[config.mk]
export PLATFORM = sky130hd
export DESIGN_NAME = cohort_config_slave_flat
export DESIGN_NICKNAME = d
export VERILOG_FILES = /design/src/rtl/cohort_config_slave_pkg.sv /design/src/rtl/cohort_config_slave_if.sv /design/src/rtl/cohort_config_slave_watchdog.sv /design/src/rtl/cohort_config_slave.sv /design/src/flat_wrapper.sv
export SDC_FILE = /design/constraint.sdc
export NUM_CORES = 1
export LEC_CHECK = 0
export CAP_MARGIN = 20
export CORE_ASPECT_RATIO = 1.4
export CORE_MARGIN = 2
export CORE_UTILIZATION = 43
export DETAILED_ROUTE_END_ITERATION = 12
export PLACE_DENSITY_LB_ADDON = 0.05
export SLEW_MARGIN = 20
export SYNTH_ARGS = -nofsm -noshare
export SYNTH_HDL_FRONTEND = slang
export SYNTH_SLANG_ARGS = --single-unit
[constraint.sdc]
create_clock -name clk -period 2.7 [get_ports clk]
set_input_delay 0.81 -clock clk [delete_from_list [all_inputs] [get_ports clk]]
set_output_delay 0.81 -clock clk [all_outputs]
set_load 0.02 [all_outputs]
[src/rtl/cohort_config_slave_pkg.sv]
// Shared types, register offsets, STATUS bit indices and FSM encodings for the
// cohort config responder.
package cohort_config_slave_pkg;
  localparam int unsigned PADDR_W = 40;
  localparam int unsigned DATA_W  = 64;
  localparam int unsigned SIZE_W  = 3;
  localparam int unsigned OP_W    = 2;
  localparam int unsigned OFF_W   = 12;

  typedef logic [PADDR_W-1:0] paddr_t;
  typedef logic [DATA_W-1:0]  data_t;
  typedef logic [SIZE_W-1:0]  size_t;
  typedef logic [OP_W-1:0]    req_type_t;
  typedef logic [OFF_W-1:0]   cfg_off_t;

  typedef enum logic {CFG_LOAD = 1'b0, CFG_STORE = 1'b1} transaction_t;

  localparam cfg_off_t CFG_ADDR_OFF  = 12'h000;
  localparam cfg_off_t CFG_OP_OFF    = 12'h004;
  localparam cfg_off_t CFG_SIZE_OFF  = 12'h008;
  localparam cfg_off_t CFG_START_OFF = 12'h00C;
  localparam cfg_off_t CFG_STAT_OFF  = 12'h010;
  localparam cfg_off_t CFG_DCNT_OFF  = 12'h014;

  localparam int unsigned ST_BUSY = 0;
  localparam int unsigned ST_DONE = 1;
  localparam int unsigned ST_ERR  = 2;
  localparam int unsigned ST_TMO  = 3;

  typedef logic [1:0] cfg_state_e;
  localparam cfg_state_e IDLE = 2'd0;
  localparam cfg_state_e REQ  = 2'd1;
  localparam cfg_state_e BUSY = 2'd2;
endpackage

[src/rtl/cohort_config_slave_if.sv]
// Config bus plus engine request/completion signals of the cohort tile.
interface cohort_config_slave_if;
  import cohort_config_slave_pkg::*;

  logic         cfg_valid;
  paddr_t       cfg_addr;
  data_t        cfg_data;
  size_t        cfg_size;
  transaction_t cfg_type;
  data_t        cfg_read_data;
  logic         cfg_read_valid;
  logic         req_valid;
  logic         req_ready;
  paddr_t       req_addr;
  req_type_t    req_op;
  size_t        req_size;
  logic         done_valid;
  logic         done_err;

  modport slave (
    input  cfg_valid, cfg_addr, cfg_data, cfg_size, cfg_type, req_ready, done_valid, done_err,
    output cfg_read_data, cfg_read_valid, req_valid, req_addr, req_op, req_size
  );

  modport master (
    output cfg_valid, cfg_addr, cfg_data, cfg_size, cfg_type, req_ready, done_valid, done_err,
    input  cfg_read_data, cfg_read_valid, req_valid, req_addr, req_op, req_size
  );
endinterface

[src/rtl/cohort_config_slave_watchdog.sv]
// cohort_cfg_watchdog: counts active cycles and pulses expire_o on the LIMIT-th.
// Only compiled when COHORT_CFG_TIMEOUT_EN is defined.
`ifdef COHORT_CFG_TIMEOUT_EN
module cohort_cfg_watchdog #(
  parameter int unsigned LIMIT = 1024
) (
  input  logic clk,
  input  logic rst_n,
  input  logic active_i,
  output logic expire_o
);
  localparam int unsigned CW = (LIMIT > 2) ? $clog2(LIMIT) : 1;
  localparam logic [CW-1:0] LAST = CW'(LIMIT - 1);

  logic [CW-1:0] cnt_q, cnt_d;

  assign expire_o = active_i && (cnt_q == LAST);

  always_comb begin
    cnt_d = '0;
    if (active_i && !expire_o) cnt_d = cnt_q + CW'(1);
  end

  always_ff @(posedge clk or negedge rst_n) begin
    if (!rst_n) cnt_q <= '0;
    else        cnt_q <= cnt_d;
  end
endmodule
`endif

[src/rtl/cohort_config_slave.sv]
// Cohort config responder: register file, single-launch request FSM, completion
// tracking. Optional watchdog enabled by COHORT_CFG_TIMEOUT_EN.
module cohort_config_slave
  import cohort_config_slave_pkg::*;
#(
  parameter int unsigned TIMEOUT_CYCLES = 1024
) (
  input  logic                 clk,
  input  logic                 rst_n,
  cohort_config_slave_if.slave bus
);
  cfg_state_e  state_q, state_d;
  paddr_t      addr_q, addr_d;
  req_type_t   op_q, op_d;
  size_t       size_q, size_d;
  logic        done_q, done_d, err_q, err_d, tmo_q, tmo_d;
  logic [31:0] dcnt_q, dcnt_d;
  data_t       rdata_q, rdata_d;
  logic        rvalid_q;
  logic        wd_expire;

  cfg_off_t    off;
  logic        wr, rd, prot_wr, completing;
  logic [3:0]  status;
  logic        unused_bits;

  assign off        = bus.cfg_addr[OFF_W-1:0];
  assign wr         = bus.cfg_valid && (bus.cfg_type == CFG_STORE);
  assign rd         = bus.cfg_valid && (bus.cfg_type == CFG_LOAD);
  assign prot_wr    = wr && (off == CFG_ADDR_OFF || off == CFG_OP_OFF ||
                             off == CFG_SIZE_OFF || off == CFG_START_OFF);
  assign completing = (state_q == BUSY) && bus.done_valid;
  assign status     = {tmo_q, err_q, done_q, state_q != IDLE};

  assign unused_bits = ^{bus.cfg_size, bus.cfg_addr[PADDR_W-1:OFF_W],
                         bus.cfg_data[DATA_W-1:PADDR_W], TIMEOUT_CYCLES == 0};

`ifdef COHORT_CFG_TIMEOUT_EN
  cohort_cfg_watchdog #(.LIMIT(TIMEOUT_CYCLES)) u_watchdog (
    .clk      (clk),
    .rst_n    (rst_n),
    .active_i (state_q != IDLE),
    .expire_o (wd_expire)
  );
`else
  assign wd_expire = 1'b0;
`endif

  // W1C clears are applied first so that hardware sets later in the block win.
  always_comb begin
    state_d = state_q;
    addr_d  = addr_q;
    op_d    = op_q;
    size_d  = size_q;
    done_d  = done_q;
    err_d   = err_q;
    tmo_d   = tmo_q;
    dcnt_d  = dcnt_q;

    if (wr && off == CFG_STAT_OFF) begin
      if (bus.cfg_data[ST_DONE]) done_d = 1'b0;
      if (bus.cfg_data[ST_ERR])  err_d  = 1'b0;
      if (bus.cfg_data[ST_TMO])  tmo_d  = 1'b0;
    end

    if (prot_wr) begin
      if (state_q != IDLE) begin
        err_d = 1'b1;
      end else begin
        case (off)
          CFG_ADDR_OFF: addr_d = bus.cfg_data[PADDR_W-1:0];
          CFG_OP_OFF:   op_d   = bus.cfg_data[OP_W-1:0];
          CFG_SIZE_OFF: size_d = bus.cfg_data[SIZE_W-1:0];
          default: begin
            if (bus.cfg_data[0]) begin
              if (size_q == '0) begin
                err_d = 1'b1;
              end else begin
                state_d = REQ;
                done_d  = 1'b0;
                err_d   = 1'b0;
                tmo_d   = 1'b0;
              end
            end
          end
        endcase
      end
    end

    if (state_q == REQ && bus.req_ready) state_d = BUSY;

    if (completing) begin
      state_d = IDLE;
      done_d  = 1'b1;
      if (bus.done_err) err_d = 1'b1;
      dcnt_d  = dcnt_q + 32'd1;
    end else if (wd_expire) begin
      state_d = IDLE;
      err_d   = 1'b1;
      tmo_d   = 1'b1;
    end
  end

  // Read mux sees pre-update register values, so a STATUS read in the
  // completion cycle reports the state before completion.
  always_comb begin
    rdata_d = '0;
    case (off)
      CFG_ADDR_OFF:  rdata_d[PADDR_W-1:0] = addr_q;
      CFG_OP_OFF:    rdata_d[OP_W-1:0]    = op_q;
      CFG_SIZE_OFF:  rdata_d[SIZE_W-1:0]  = size_q;
      CFG_START_OFF: rdata_d[3:0]         = status;
      CFG_STAT_OFF:  rdata_d[3:0]         = status;
      CFG_DCNT_OFF:  rdata_d[31:0]        = dcnt_q;
      default:       rdata_d              = '0;
    endcase
  end

  always_ff @(posedge clk or negedge rst_n) begin
    if (!rst_n) begin
      state_q  <= IDLE;
      addr_q   <= '0;
      op_q     <= '0;
      size_q   <= '0;
      done_q   <= 1'b0;
      err_q    <= 1'b0;
      tmo_q    <= 1'b0;
      dcnt_q   <= '0;
      rdata_q  <= '0;
      rvalid_q <= 1'b0;
    end else begin
      state_q  <= state_d;
      addr_q   <= addr_d;
      op_q     <= op_d;
      size_q   <= size_d;
      done_q   <= done_d;
      err_q    <= err_d;
      tmo_q    <= tmo_d;
      dcnt_q   <= dcnt_d;
      rvalid_q <= rd;
      if (rd) rdata_q <= rdata_d;
    end
  end

  assign bus.cfg_read_data  = rdata_q;
  assign bus.cfg_read_valid = rvalid_q;
  assign bus.req_valid      = (state_q == REQ);
  assign bus.req_addr       = addr_q;
  assign bus.req_op         = op_q;
  assign bus.req_size       = size_q;
endmodule

[src/flat_wrapper.sv]
// flat-port wrapper written by rule: the top's interface ports become plain ports
module cohort_config_slave_flat import cohort_config_slave_pkg::*;
#(
  parameter int unsigned TIMEOUT_CYCLES = 1024
)
  (clk, rst_n, bus_cfg_valid, bus_cfg_addr, bus_cfg_data, bus_cfg_size, bus_cfg_type, bus_req_ready, bus_done_valid, bus_done_err, bus_cfg_read_data, bus_cfg_read_valid, bus_req_valid, bus_req_addr, bus_req_op, bus_req_size);
  cohort_config_slave_if bus_i ();
  input  logic clk;
  input  logic rst_n;
  input wire logic [$bits(bus_i.cfg_valid)-1:0] bus_cfg_valid;
  input wire logic [$bits(bus_i.cfg_addr)-1:0] bus_cfg_addr;
  input wire logic [$bits(bus_i.cfg_data)-1:0] bus_cfg_data;
  input wire logic [$bits(bus_i.cfg_size)-1:0] bus_cfg_size;
  input wire logic [$bits(bus_i.cfg_type)-1:0] bus_cfg_type;
  input wire logic [$bits(bus_i.req_ready)-1:0] bus_req_ready;
  input wire logic [$bits(bus_i.done_valid)-1:0] bus_done_valid;
  input wire logic [$bits(bus_i.done_err)-1:0] bus_done_err;
  output wire logic [$bits(bus_i.cfg_read_data)-1:0] bus_cfg_read_data;
  output wire logic [$bits(bus_i.cfg_read_valid)-1:0] bus_cfg_read_valid;
  output wire logic [$bits(bus_i.req_valid)-1:0] bus_req_valid;
  output wire logic [$bits(bus_i.req_addr)-1:0] bus_req_addr;
  output wire logic [$bits(bus_i.req_op)-1:0] bus_req_op;
  output wire logic [$bits(bus_i.req_size)-1:0] bus_req_size;
  assign bus_i.cfg_valid = bus_cfg_valid;
  assign bus_i.cfg_addr = bus_cfg_addr;
  assign bus_i.cfg_data = bus_cfg_data;
  assign bus_i.cfg_size = bus_cfg_size;
  assign bus_i.cfg_type = bus_cfg_type;
  assign bus_i.req_ready = bus_req_ready;
  assign bus_i.done_valid = bus_done_valid;
  assign bus_i.done_err = bus_done_err;
  assign bus_cfg_read_data = bus_i.cfg_read_data;
  assign bus_cfg_read_valid = bus_i.cfg_read_valid;
  assign bus_req_valid = bus_i.req_valid;
  assign bus_req_addr = bus_i.req_addr;
  assign bus_req_op = bus_i.req_op;
  assign bus_req_size = bus_i.req_size;
  cohort_config_slave #(.TIMEOUT_CYCLES(TIMEOUT_CYCLES)) u_core (.clk(clk), .rst_n(rst_n), .bus(bus_i));
endmodule
==> Word level (Yosys, flattened, before mapping) <==
Index checks and enable logic that the tools add are counted.
{ "totals": {"reg_bits": 123, "in_bits": 114, "out_inout_bits": 111, "word_cells": 79} }
{ "classes": {"add_sub_neg": 1, "n_eq_ne": 10, "muxes": 36, "bitwise_logic": 2, "reduce_logical": 20} }
{ "op_table": {"columns": ["op", "count"], "rows": [
  ["$pmux 28 s2", 1],
  ["$add 32x1->32 const B", 1],
  ["$eq 12x4->1 const B", 2],
  ["$eq 12x5->1 const B", 2],
  ["$mux 1", 24],
  ["$mux 2", 7],
  ["$eq 12x3->1 const B", 1],
  ["$logic_not 12->1", 1],
  ["$pmux 2 s5", 1],
  ["$reduce_and 3->1", 3],
  ["$mux 8", 1],
  ["$logic_and 1x1->1", 6],
  ["$ne 3x2->1 const B", 2],
  ["$reduce_bool 3->1", 2],
  ["$reduce_and 5->1", 1],
  ["$pmux 1 s4", 1],
  ["$logic_not 3->1", 1],
  ["$logic_or 1x1->1", 3],
  ["$ne 3x1->1 const B", 1],
  ["$pmux 1 s3", 1],
  ["$reduce_or 3->1", 1],
  ["$eq 2x1->1 const B", 1],
  ["$eq 2x2->1 const B", 1],
  ["$not 1->1", 2],
  ["other kinds (2)", 2]
]} }

==> Depth between registers and ports, before layout <==
Gate-level depths: netlist (run 1).
{ "logic_depth": {"word_depth": 9, "mapped_depth": 7, "mapped_depth_nobuf": 5} }

==> Worst setup path before layout (run 1) <==
Ideal clock, no wire load.
{ "synth_timing": {"path_type": "input port to flip-flop", "start": "in bus_cfg_addr[9]", "end": "reg u_core.addr_q[0] (netlist: u_core.bus.req_addr[0])", "setup_time_ps": 128, "arrival_ps": 2766, "required_ps": 2572, "setup_slack_ps": -194, "cell_stages": 7, "n_path_buf": 3, "cell_sequence": "or4_1 clkbuf_1 or3_1 clkbuf_1 nor3_2 buf_4 mux2_1"} }
{ "synth_via": {"elab_chain_cells": 6, "elab_cells_between_ends": 9, "classes_between": "eq/ne: 3; reduce/logical: 6"} }
{ "synth_lines": {"columns": ["item", "line_no", "source"], "rows": [
  ["start: declaration", "flat_wrapper.sv:11", "input wire logic [$bits(bus_i.cfg_addr)-1:0] bus_cfg_addr;"],
  ["$eq 12x3->1 or $logic_not 12->1 (tied branches)", "cohort_config_slave.sv:30, cohort_config_slave.sv:70", null],
  ["$logic_or 1x1->1 (2 in a row)", "cohort_config_slave.sv:30", "assign prot_wr = wr && (off == CFG_ADDR_OFF || off == CFG_OP_OFF ||"],
  ["$logic_or 1x1->1", "cohort_config_slave.sv:31", "off == CFG_SIZE_OFF || off == CFG_START_OFF);"],
  ["$logic_and 1x1->1", "cohort_config_slave.sv:30", null],
  ["$reduce_and 3->1 (no source line) (*)", null, null],
  ["end signal: assignment", "cohort_config_slave.sv:133", "addr_q <= addr_d;"],
  ["end: declaration", "cohort_config_slave.sv:13", "paddr_t addr_q, addr_d;"]
]} }
Every way passes the cells marked *; elsewhere a longest branch is shown, timed or not.
A chain may end at the register's enable or synchronous reset.

==> Worst setup path in the final report (run 1) <==
{ "layout_timing": {"start": "in bus_cfg_addr[9]", "end": "reg u_core.addr_q[3] (netlist: u_core.bus.req_addr[3])"} }
The elaborated chain is that of the path after synthesis.

==> results.md, run 1 <==
Outcome:
- The run finished, with violations left.
- The final reports fail on setup timing.

Global routing:
- The global-route wire length before repair is 21770 µm.
- The number of antenna violations at the first check in global routing was 0.
- The total routing resource utilization after global routing is 0.1981.
- Entering global routing, the biggest net connects 77 pins.
- Global routing finished with a remaining overflow of 0.
- The via count of the first global-routing pass came to 4294.

Route:
- The routed design has 13590 µm of wire.
- The first detailed-routing pass took 4 iterations.
- The ratio of routed vias to standard cells is 5.227.
- The number of violations reported at the end of detailed-routing iteration 0 is 126.
- The total DRC errors in the routed layout is 0.
- The uppermost signal routing layer after detailed routing is met4.
- Dividing the detail-routed wire length by the instance count gives 16.36 µm.
- The count of nets left with antenna violations once routing finished came out at 0.
- The met3 wirelength from detailed routing is 661 µm.
- The total number of vias is 4344.
- The routed length on met2 is 7071 µm.
- The routed length on met1 is 5714 µm.

Floorplan:
- Row generation in the floorplan step produced 49 rows.
- The die area is 13800 µm².
- The die height is 138.2 µm.
- The core region area is 12690 µm².
- For this configuration, the core starts out at a cell density of 0.4359.
- Pin placement for this block handled 225 I/O pins.
- The x dimension of the die is 99.86 µm.

Setup path:
- The type of element capturing the critical path is a flip-flop.
- The signal arrival time at the worst endpoint is 3.00 ns.
- The largest fanout on the critical path is 11.
- The worst setup path is launched from a primary input.
- The critical path required time is 2.97 ns.
- The startpoint-to-endpoint class of the critical path is primary input to flip-flop.

Clock tree:
- The clock tree from TritonCTS is built.
- Clock-pin slew was measured on the worst setup and hold paths at 0.05 ns.
- Counting every sink on the clock net gives 123.
- The H-tree was split into 4 levels.
- Buffers inserted during clock tree synthesis total 17.
- The clock reaches the later pin of the worst-skew pair after 0.40 ns.
- The tree is rooted in a sky130_fd_sc_hd__clkbuf_16.
- In this run the deepest clock path goes through 2 buffers.

Synth:
- Synthesis produced a netlist whose cell count is 492.
- Yosys printed 0 warnings.
- In this run the mean area of a mapped cell was 11.24 µm².
- The area share of the leading cell type in the synthesized netlist is 0.5564.
- After synthesis the netlist holds a flip-flop and latch count of 123.
- After synthesis, the netlist uses 47 different library cells.
- The synthesized area is 5532 µm².
- The most numerous cell in the Yosys netlist is sky130_fd_sc_hd__dfrtp_1.
- Counting instances in the post-synthesis netlist gives the leading cell types as sky130_fd_sc_hd__dfrtp_1 (123), sky130_fd_sc_hd__nand2_1 (58), sky130_fd_sc_hd__mux2_1 (43).
- The async set or reset register ratio after synthesis is 1.000.
- Yosys mapped a number of flops with a built-in enable equal to 0.
- The fraction of the yosys area taken by sequential cells is 0.5564.
- The cell taking the most area after synthesis is sky130_fd_sc_hd__dfrtp_1.
- The most instantiated flip-flop cell in the synthesis netlist is sky130_fd_sc_hd__dfrtp_1.
- After synthesis, the cell types taking the most area are sky130_fd_sc_hd__dfrtp_1 (56%), sky130_fd_sc_hd__mux2_1 (8.8%), sky130_fd_sc_hd__xnor2_1 (4.6%).

Worst hold path:
- The path type of the worst min-delay path is primary input to async pin.

Power and ir drop:
- The design internal power is 3.591 mW.
- The switching share of power is 0.2024.
- The leakage power summed over all cells is 3.584 nW.
- The areal power density over the cells is 555.8 nW/µm².
- The part of the power in combinational logic is 0.058.
- The maximum ir drop on the vdd rail is 0.3456 mV.
- For this design the total switching power over the nets is 0.9111 mW.
- The share of power burned in registers is 0.416.
- The design draws 4.502 mW.
- The share of total power dissipated in the clock network is 0.525.

Place:
- The estimated wirelength of the detail-placed design is 9442 µm.
- The final weighted congestion in routability-driven placement is 0.8115.
- The count of buffers added on input and output ports is 145.

Layout:
- The final core utilization is 0.6383.
- The layout cell share with drive strength beyond 1 is 0.1357.
- The final layout contains 781 nets.
- The area growth from synthesis to layout is 46.44%.
- The repair_antennas step left the layout with diodes totalling 0.

Run:
- The number of violations of the max-capacitance limit is 0.

STA:
- The number of pins with negative max-slew slack in the final report is 0.
- The smallest clock period supported by the final layout is computed as 2.721 ns.
- Setup violations remaining at the end of the flow were counted as 3.
- The worst setup margin is -0.02059 ns.
- The final hold violation count came to 0.
- The largest clock skew in the final design is 0.006953 ns.
- Setup repair after global routing could not meet its margin everywhere.
- The final worst-path cycle share is 1.008.
- Static timing analysis puts the maximum clock frequency at 367.6 MHz.
-- power by group through the flow --
| stage | sequential [mW] | combinational, mW | clock [mW] |
|---|---|---|---|
| 6_report | 1.87 | 0.263 | 2.37 |
| 5_1_grt | 1.87 | 0.288 | 2.50 |
| 4_1_cts | 1.87 | 0.265 | 2.41 |
| 3_5_place_dp | 1.90 | 0.263 | 0 |
| 3_3_place_gp | 1.90 | 0.259 | 0 |
| 2_1_floorplan | 1.91 | 0.112 | 0 |
-- layout by cell type (no fill, tap or decap), drive strengths merged, types with 2 or more instances in the layout --
cell type,Yosys,routed
or3,2,2
nand3b,2,2
nand2,58,58
conb,1,24
xnor2,29,29
o2bb2ai,2,2
or4,2,2
and4,2,2
o21ai,30,30
nor2,13,13
nand4,14,14
buf,30,38
nand2b,2,2
nor2b,2,2
nand3,29,29
clkdlybuf4s50,0,143
clkinv,0,2
mux2,46,46
a21oi,6,6
dfrtp,123,123
a22o,2,2
inv,6,6
and2,2,2
xor2,2,2
a22oi,30,30
and3,8,8
nor3,5,5
nor4,9,9
clkbuf,21,25
bufinv,0,4
-- logic make-up after synthesis --
family | count (synthesis) | synth area share
buffers and inverters | 57 | 0.05768
adder cells (fa/ha/maj) | 1 | 0.002262
flip-flops | 123 | 0.5564
multiplexers | 48 | 0.09952
XOR/XNOR | 31 | 0.04908
other | 1 | 0.0006779
AO/OA/AOI/OAI | 77 | 0.09048
AND/OR/NAND/NOR | 154 | 0.1439
-- cell type report --
class,instances,area (µm²)
Fill cell,1049,4591
Inverter,6,22.52
Sequential cell,123,3078
Timing Repair Buffer,183,1873
Clock inverter,7,137.6
Clock buffer,24,481.7
Tap cell,153,191.4
Multi-Input combinational cell,335,2316
-- per-layer routing --
metal	GRT usage	vias up
met5	0	-
li1	-	2058
met4	0.07138	0
met2	0.3421	131
met3	0.04904	9
met1	0.2382	2146
-- metrics by stage --
step	cell area (µm²)	std cells	setup slack [ns]	TNS, ns	hold WS [ns]
finish	8100	831	-0.02059	-0.03645	0.2634
global route	8100	831	-0.02624	-0.2328	0.2589
detailed placement	7328	796	-0.4893	-24.75	0.4623
floorplan	5638	515	-0.06817	-2.846	0.4463
CTS	8025	829	-0.01108	-0.02703	0.2535
global placement	7328	796	-0.4668	-23.52	0.4536
-- registers in the layout, summed over array words and instances (netlist names) --
name / cells
u_core.bus.cfg_read_data: 40
u_core.bus.req_addr: 40
u_core.dcnt_q: 32
u_core.bus.req_size: 3
u_core.bus.req_op: 2
u_core.state_q: 2
u_core.bus.cfg_read_valid: 1
u_core.done_q: 1
u_core.err_q: 1
u_core.tmo_q: 1
-- critical path, cell delays in order --
cell and delay [ns]:
sky130_fd_sc_hd__clkdlybuf4s50_1 0.40, sky130_fd_sc_hd__or4_4 0.54, sky130_fd_sc_hd__or3_4 0.42, sky130_fd_sc_hd__nor3_4 0.16
sky130_fd_sc_hd__buf_12 0.17, sky130_fd_sc_hd__buf_16 0.15, sky130_fd_sc_hd__mux2_1 0.34
-- worst paths after layout --
path	endpoint	startpoint	slack, ns	depth (start not counted)
max	u_core.bus.req_addr[3]$_DFFE_PN0P_	bus_cfg_addr[9]	-0.02	7
min	u_core.bus.cfg_read_data[27]$_DFFE_PN0P_	rst_n	0.26	1
max reg2reg	u_core.bus.req_addr[3]$_DFFE_PN0P_	u_core.state_q[1]$_DFFE_PN0P_	0.62	6
min reg2reg	u_core.bus.cfg_read_data[38]$_DFFE_PN0P_	u_core.bus.cfg_read_data[38]$_DFFE_PN0P_	0.47	2
max in group asynchronous	u_core.bus.cfg_read_data[3]$_DFFE_PN0P_	rst_n	1.73	2
min in group clk	u_core.bus.cfg_read_data[38]$_DFFE_PN0P_	u_core.bus.cfg_read_data[38]$_DFFE_PN0P_	0.47	2
-- repair_timing --
item,in CTS,in global routing
pin swaps,1,1
cloned,1,2
gates resized for setup,7,10
setup buffers,1,0
endpoints found under the setup margin,45,27
hold buffers,0,0
Note: power is estimated with default switching activity, not from simulation.
==> inputs of run 2 (changes only) <==
--- a/config.mk
+++ b/config.mk
@@ -6,9 +6,11 @@
 export NUM_CORES = 1
 export LEC_CHECK = 0
 export CAP_MARGIN = 20
+export CELL_PAD_IN_SITES_DETAIL_PLACEMENT = 1
+export CELL_PAD_IN_SITES_GLOBAL_PLACEMENT = 1
 export CORE_ASPECT_RATIO = 1.4
 export CORE_MARGIN = 2
-export CORE_UTILIZATION = 43
+export CORE_UTILIZATION = 33
 export DETAILED_ROUTE_END_ITERATION = 12
 export PLACE_DENSITY_LB_ADDON = 0.05
 export SLEW_MARGIN = 20
==> run 2 against run 1 <==
Net effect: the run still ends with setup timing left; wire length increased by 19%; largest power group unchanged; critical endpoint is now u_core.bus.req_op[1]$_DFFE_PN0P_; clock skew about the same; via count increased by 2.6%; critical path type unchanged; cell area increased by 1.1%; combinational power increased by 4%; total power decreased by 3.1%; register-to-register slack got worse by 0.12 ns; core utilization decreased by 15 points.
==> results.md, run 2 (synthesis results as in run 1) <==
Clock tree:
- The clock tree from TritonCTS is built (unchanged).
- The insertion delay to the later sink of the worst-skew pair is 0.42 ns (was 0.40 ns).
- The clock sink count is 123 (unchanged).
- The CTS H-tree depth came to 4 (unchanged).
- The cts-stage hold buffer count is 0 (unchanged).
- The total clock buffers created by CTS was 17 (unchanged).
- The cell at the root of the clock tree is sky130_fd_sc_hd__clkbuf_16 (unchanged).
- The clock-pin slew on the worst setup and hold paths is 0.05 ns (about the same).
- The buffer depth of the longest clock path was 2 (unchanged).

Setup path:
- The number of cells on the worst reg-to-reg path is 6 (unchanged).
- The end of the worst register-to-register path was u_core.bus.req_addr[27]$_DFFE_PN0P_ (was u_core.bus.req_addr[3]$_DFFE_PN0P_).
- The critical path required time is 3.00 ns (was 2.97 ns).
- The type of element capturing the critical path was a flip-flop (unchanged).
- The setup slack of the most critical reg-to-reg path is 0.50 ns (was 0.62 ns).
- The worst reg2reg path startpoint is u_core.state_q[1]$_DFFE_PN0P_ (unchanged).
- The signal arrival time at the worst endpoint came to 3.00 ns (about the same).
- The largest fanout on the critical path is 4 (was 11).
- The startpoint-to-endpoint class of the critical path is primary input to flip-flop (unchanged).
- The kind of start point of the critical path is a primary input (unchanged).

Place:
- The total cell area at the placement stage is 7401 µm² (was 7328 µm²).
- The quantity of I/O buffers inserted on ports was 145 (unchanged).
- The final weighted congestion in routability-driven placement is 0.7650 (was 0.8115).
- The worst slack at placement is -0.5343 ns (was -0.4893 ns).
- The estimated wirelength of the detail-placed design is 11400 µm (was 9442 µm).

Layout:
- Most frequent cells in the layout: sky130_fd_sc_hd__clkdlybuf4s50_1 (139), sky130_fd_sc_hd__dfrtp_1 (123), sky130_fd_sc_hd__nand2_1 (58), sky130_fd_sc_hd__a22oi_1 (30), sky130_fd_sc_hd__buf_4 (30) (was sky130_fd_sc_hd__clkdlybuf4s50_1 (143), sky130_fd_sc_hd__dfrtp_1 (123), sky130_fd_sc_hd__nand2_1 (58), sky130_fd_sc_hd__mux2_1 (34), sky130_fd_sc_hd__a22oi_1 (30)).
- The final cell area excluding filler cells is 8188 µm² (was 8100 µm²).
- The area growth from synthesis to layout is 48.02% (was 46.44%).
- The sequential standard cell area is 3078 µm² (unchanged).
- The leading cell type in the layout, fill and taps excluded was sky130_fd_sc_hd__clkdlybuf4s50_1 (unchanged).
- The diode insertion count for antenna repair came to 0 (unchanged).
- The count of nets after finishing is 784 (was 781).
- The layout cell share with drive strength beyond 1 is 0.1498 (was 0.1357).
- The multi-input combinational cell area was 2347 µm² (was 2316 µm²).
- The layout filler cell count is 1783 (was 1049).

STA:
- The number of pins with negative max-slew slack in the final report was 0 (unchanged).
- The final worst-path cycle share is 1.000 (was 1.008).
- The final hold violation count is 0 (unchanged).
- The worst setup margin came to -0.0001035 ns (was -0.02059 ns).
- The count of final setup violators is 1 (was 3).
- The final hold slack came to 0.3446 ns (was 0.2634 ns).
- Setup repair after global routing missed its margin: no (was yes).
- The largest clock skew in the final design is 0.007381 ns (was 0.006953 ns).
- The maximum operating frequency is 370.4 MHz (was 367.6 MHz).
- The time the worst path needs with I/O delays and setup came to 2.700 ns (was 2.721 ns).

Power and ir drop:
- The leakage power summed over all cells is 3.624 nW (was 3.584 nW).
- The part of the power in the clock network is 0.508 (was 0.525).
- The share of power burned in registers is 0.429 (was 0.416).
- The part of the power in combinational logic is 0.063 (was 0.058).
- The design internal power is 3.398 mW (was 3.591 mW).
- The maximum ir drop on the vdd rail is 0.4318 mV (was 0.3456 mV).
- The net switching power figure came to 0.9660 mW (was 0.9111 mW).
- The areal power density over the cells is 533.0 nW/µm² (was 555.8 nW/µm²).
- The switching share of power was 0.2213 (was 0.2024).

Route:
- The number of violations reported at the end of detailed-routing iteration 0 is 176 (was 126).
- The number of detailed-routing iterations run before antenna repair is 4 (unchanged).
- The post-detailed-route wirelength per cell is 18.28 µm (was 16.36 µm).
- The total number of vias is 4458 (was 4344).
- The count of antenna-violating nets left after detailed routing is 0 (unchanged).
- The ratio of routed vias to standard cells is 5.043 (was 5.227).
- The total detailed-routing wirelength was 16160 µm (was 13590 µm).
- The total DRC errors in the routed layout is 0 (unchanged).

Outcome:
- Failing checks: setup timing (unchanged).
- Status: finished with violations (unchanged).

Global routing:
- The global-route wire length before repair came to 25210 µm (was 21770 µm).
- The pin count of the biggest net entering global routing was 40 (was 77).
- The via count of the first global-routing pass came to 4711 (was 4294).
- The total routing resource utilization after global routing was 0.1828 (was 0.1981).
- The number of antenna violations at the first check in global routing is 0 (unchanged).
- The sum of overflow across all layers after global routing came to 0 (unchanged).

Floorplan:
- The core region area is 16610 µm² (was 12690 µm²).
- The die area was 17830 µm² (was 13800 µm²).
- The x dimension of the die is 113.4 µm (was 99.86 µm).
- The effective utilization at floorplan is 0.3331 (was 0.4359).
- The die height is 157.2 µm (was 138.2 µm).
- The I/O pin count is 225 (unchanged).
- The placement row count is 56 (was 49).

Worst hold path:
- The path type of the worst min-delay path is primary input to async pin (unchanged).

Run:
- The number of violations of the max-capacitance limit was 0 (unchanged).
-- run 2: cell count changes in the layout (fill, tap and decap cells not counted), sizes merged --
cell | before | now
clkdlybuf4s50 | 143 | 139
buf | 38 | 40
dlymetal6s2s | 1 | 5
bufinv | 4 | 2
clkinv | 2 | 5
-- run 2: how the worst max path moves through the flow --
stage	start	to	slack (ns)	cells past startpoint
floorplan	bus_cfg_addr[9]	u_core.bus.req_addr[0]$_DFFE_PN0P_	-0.07	7
global placement	bus_cfg_addr[1]	u_core.bus.req_addr[31]$_DFFE_PN0P_	-0.48	6
detailed placement	bus_cfg_addr[9]	u_core.bus.req_op[1]$_DFFE_PN0P_	-0.53	7
CTS	bus_cfg_addr[9]	u_core.bus.req_addr[23]$_DFFE_PN0P_	0.007	7
global route	bus_cfg_addr[11]	u_core.bus.req_op[1]$_DFFE_PN0P_	0.003	7
finish	bus_cfg_addr[11]	u_core.bus.req_op[1]$_DFFE_PN0P_	-0.0001	7
-- run 2: metal layers --
layer | routed length [µm] | global-route usage | part of all wire | vias to the layer above
met1 | 6405 | 0.2099 | 0.40 | 2249
li1 | - | - | - | 2062
met5 | 0 | 0 | 0 | -
met3 | 792 | 0.04736 | 0.049 | 21
met2 | 8660 | 0.3188 | 0.54 | 126
met4 | 301 | 0.08304 | 0.019 | 0
-- run 2: critical path, cell delays in order --
cell,delay (ns)
sky130_fd_sc_hd__clkdlybuf4s50_1,0.40
sky130_fd_sc_hd__or4_4,0.48
sky130_fd_sc_hd__buf_4,0.18
sky130_fd_sc_hd__nor4_2,0.32
sky130_fd_sc_hd__nor4b_4,0.30
sky130_fd_sc_hd__buf_4,0.19
sky130_fd_sc_hd__mux2_2,0.33
-- run 2: timing repair --
item                       CTS  global route
pin swaps                    1             4
gates resized for setup      8            32
cloned                       0             3
setup endpoints to repair   36            45
setup buffers                1             1
-- run 2: cell type report --
class | instances | share of cell area
tap | 203 | 0.03102
multi-input combinational | 335 | 0.2867
clock inverter | 8 | 0.01131
clock buffer | 23 | 0.05837
timing repair buffer | 186 | 0.2340
inverter | 6 | 0.002751
sequential | 123 | 0.3759
-- run 2: power groups by stage --
stage	registers, mW	logic (mW)	clock network, mW
2_1_floorplan	1.91	0.112	0
4_1_cts	1.87	0.276	2.28
5_1_grt	1.87	0.299	2.36
3_3_place_gp	1.90	0.268	0
3_5_place_dp	1.91	0.274	0
6_report	1.87	0.273	2.22
-- run 2: metrics by stage --
stage	instances	utilization	setup TNS (ns)	power, mW
after detailed placement	849	0.4457	-27.64	2.179
after global routing	884	0.4931	0	4.531
after floorplan	515	-	-2.846	2.021
after global placement	849	0.4457	-25.37	2.173
after CTS	881	0.4827	0	4.425
final	884	0.4931	-0.0001035	4.364
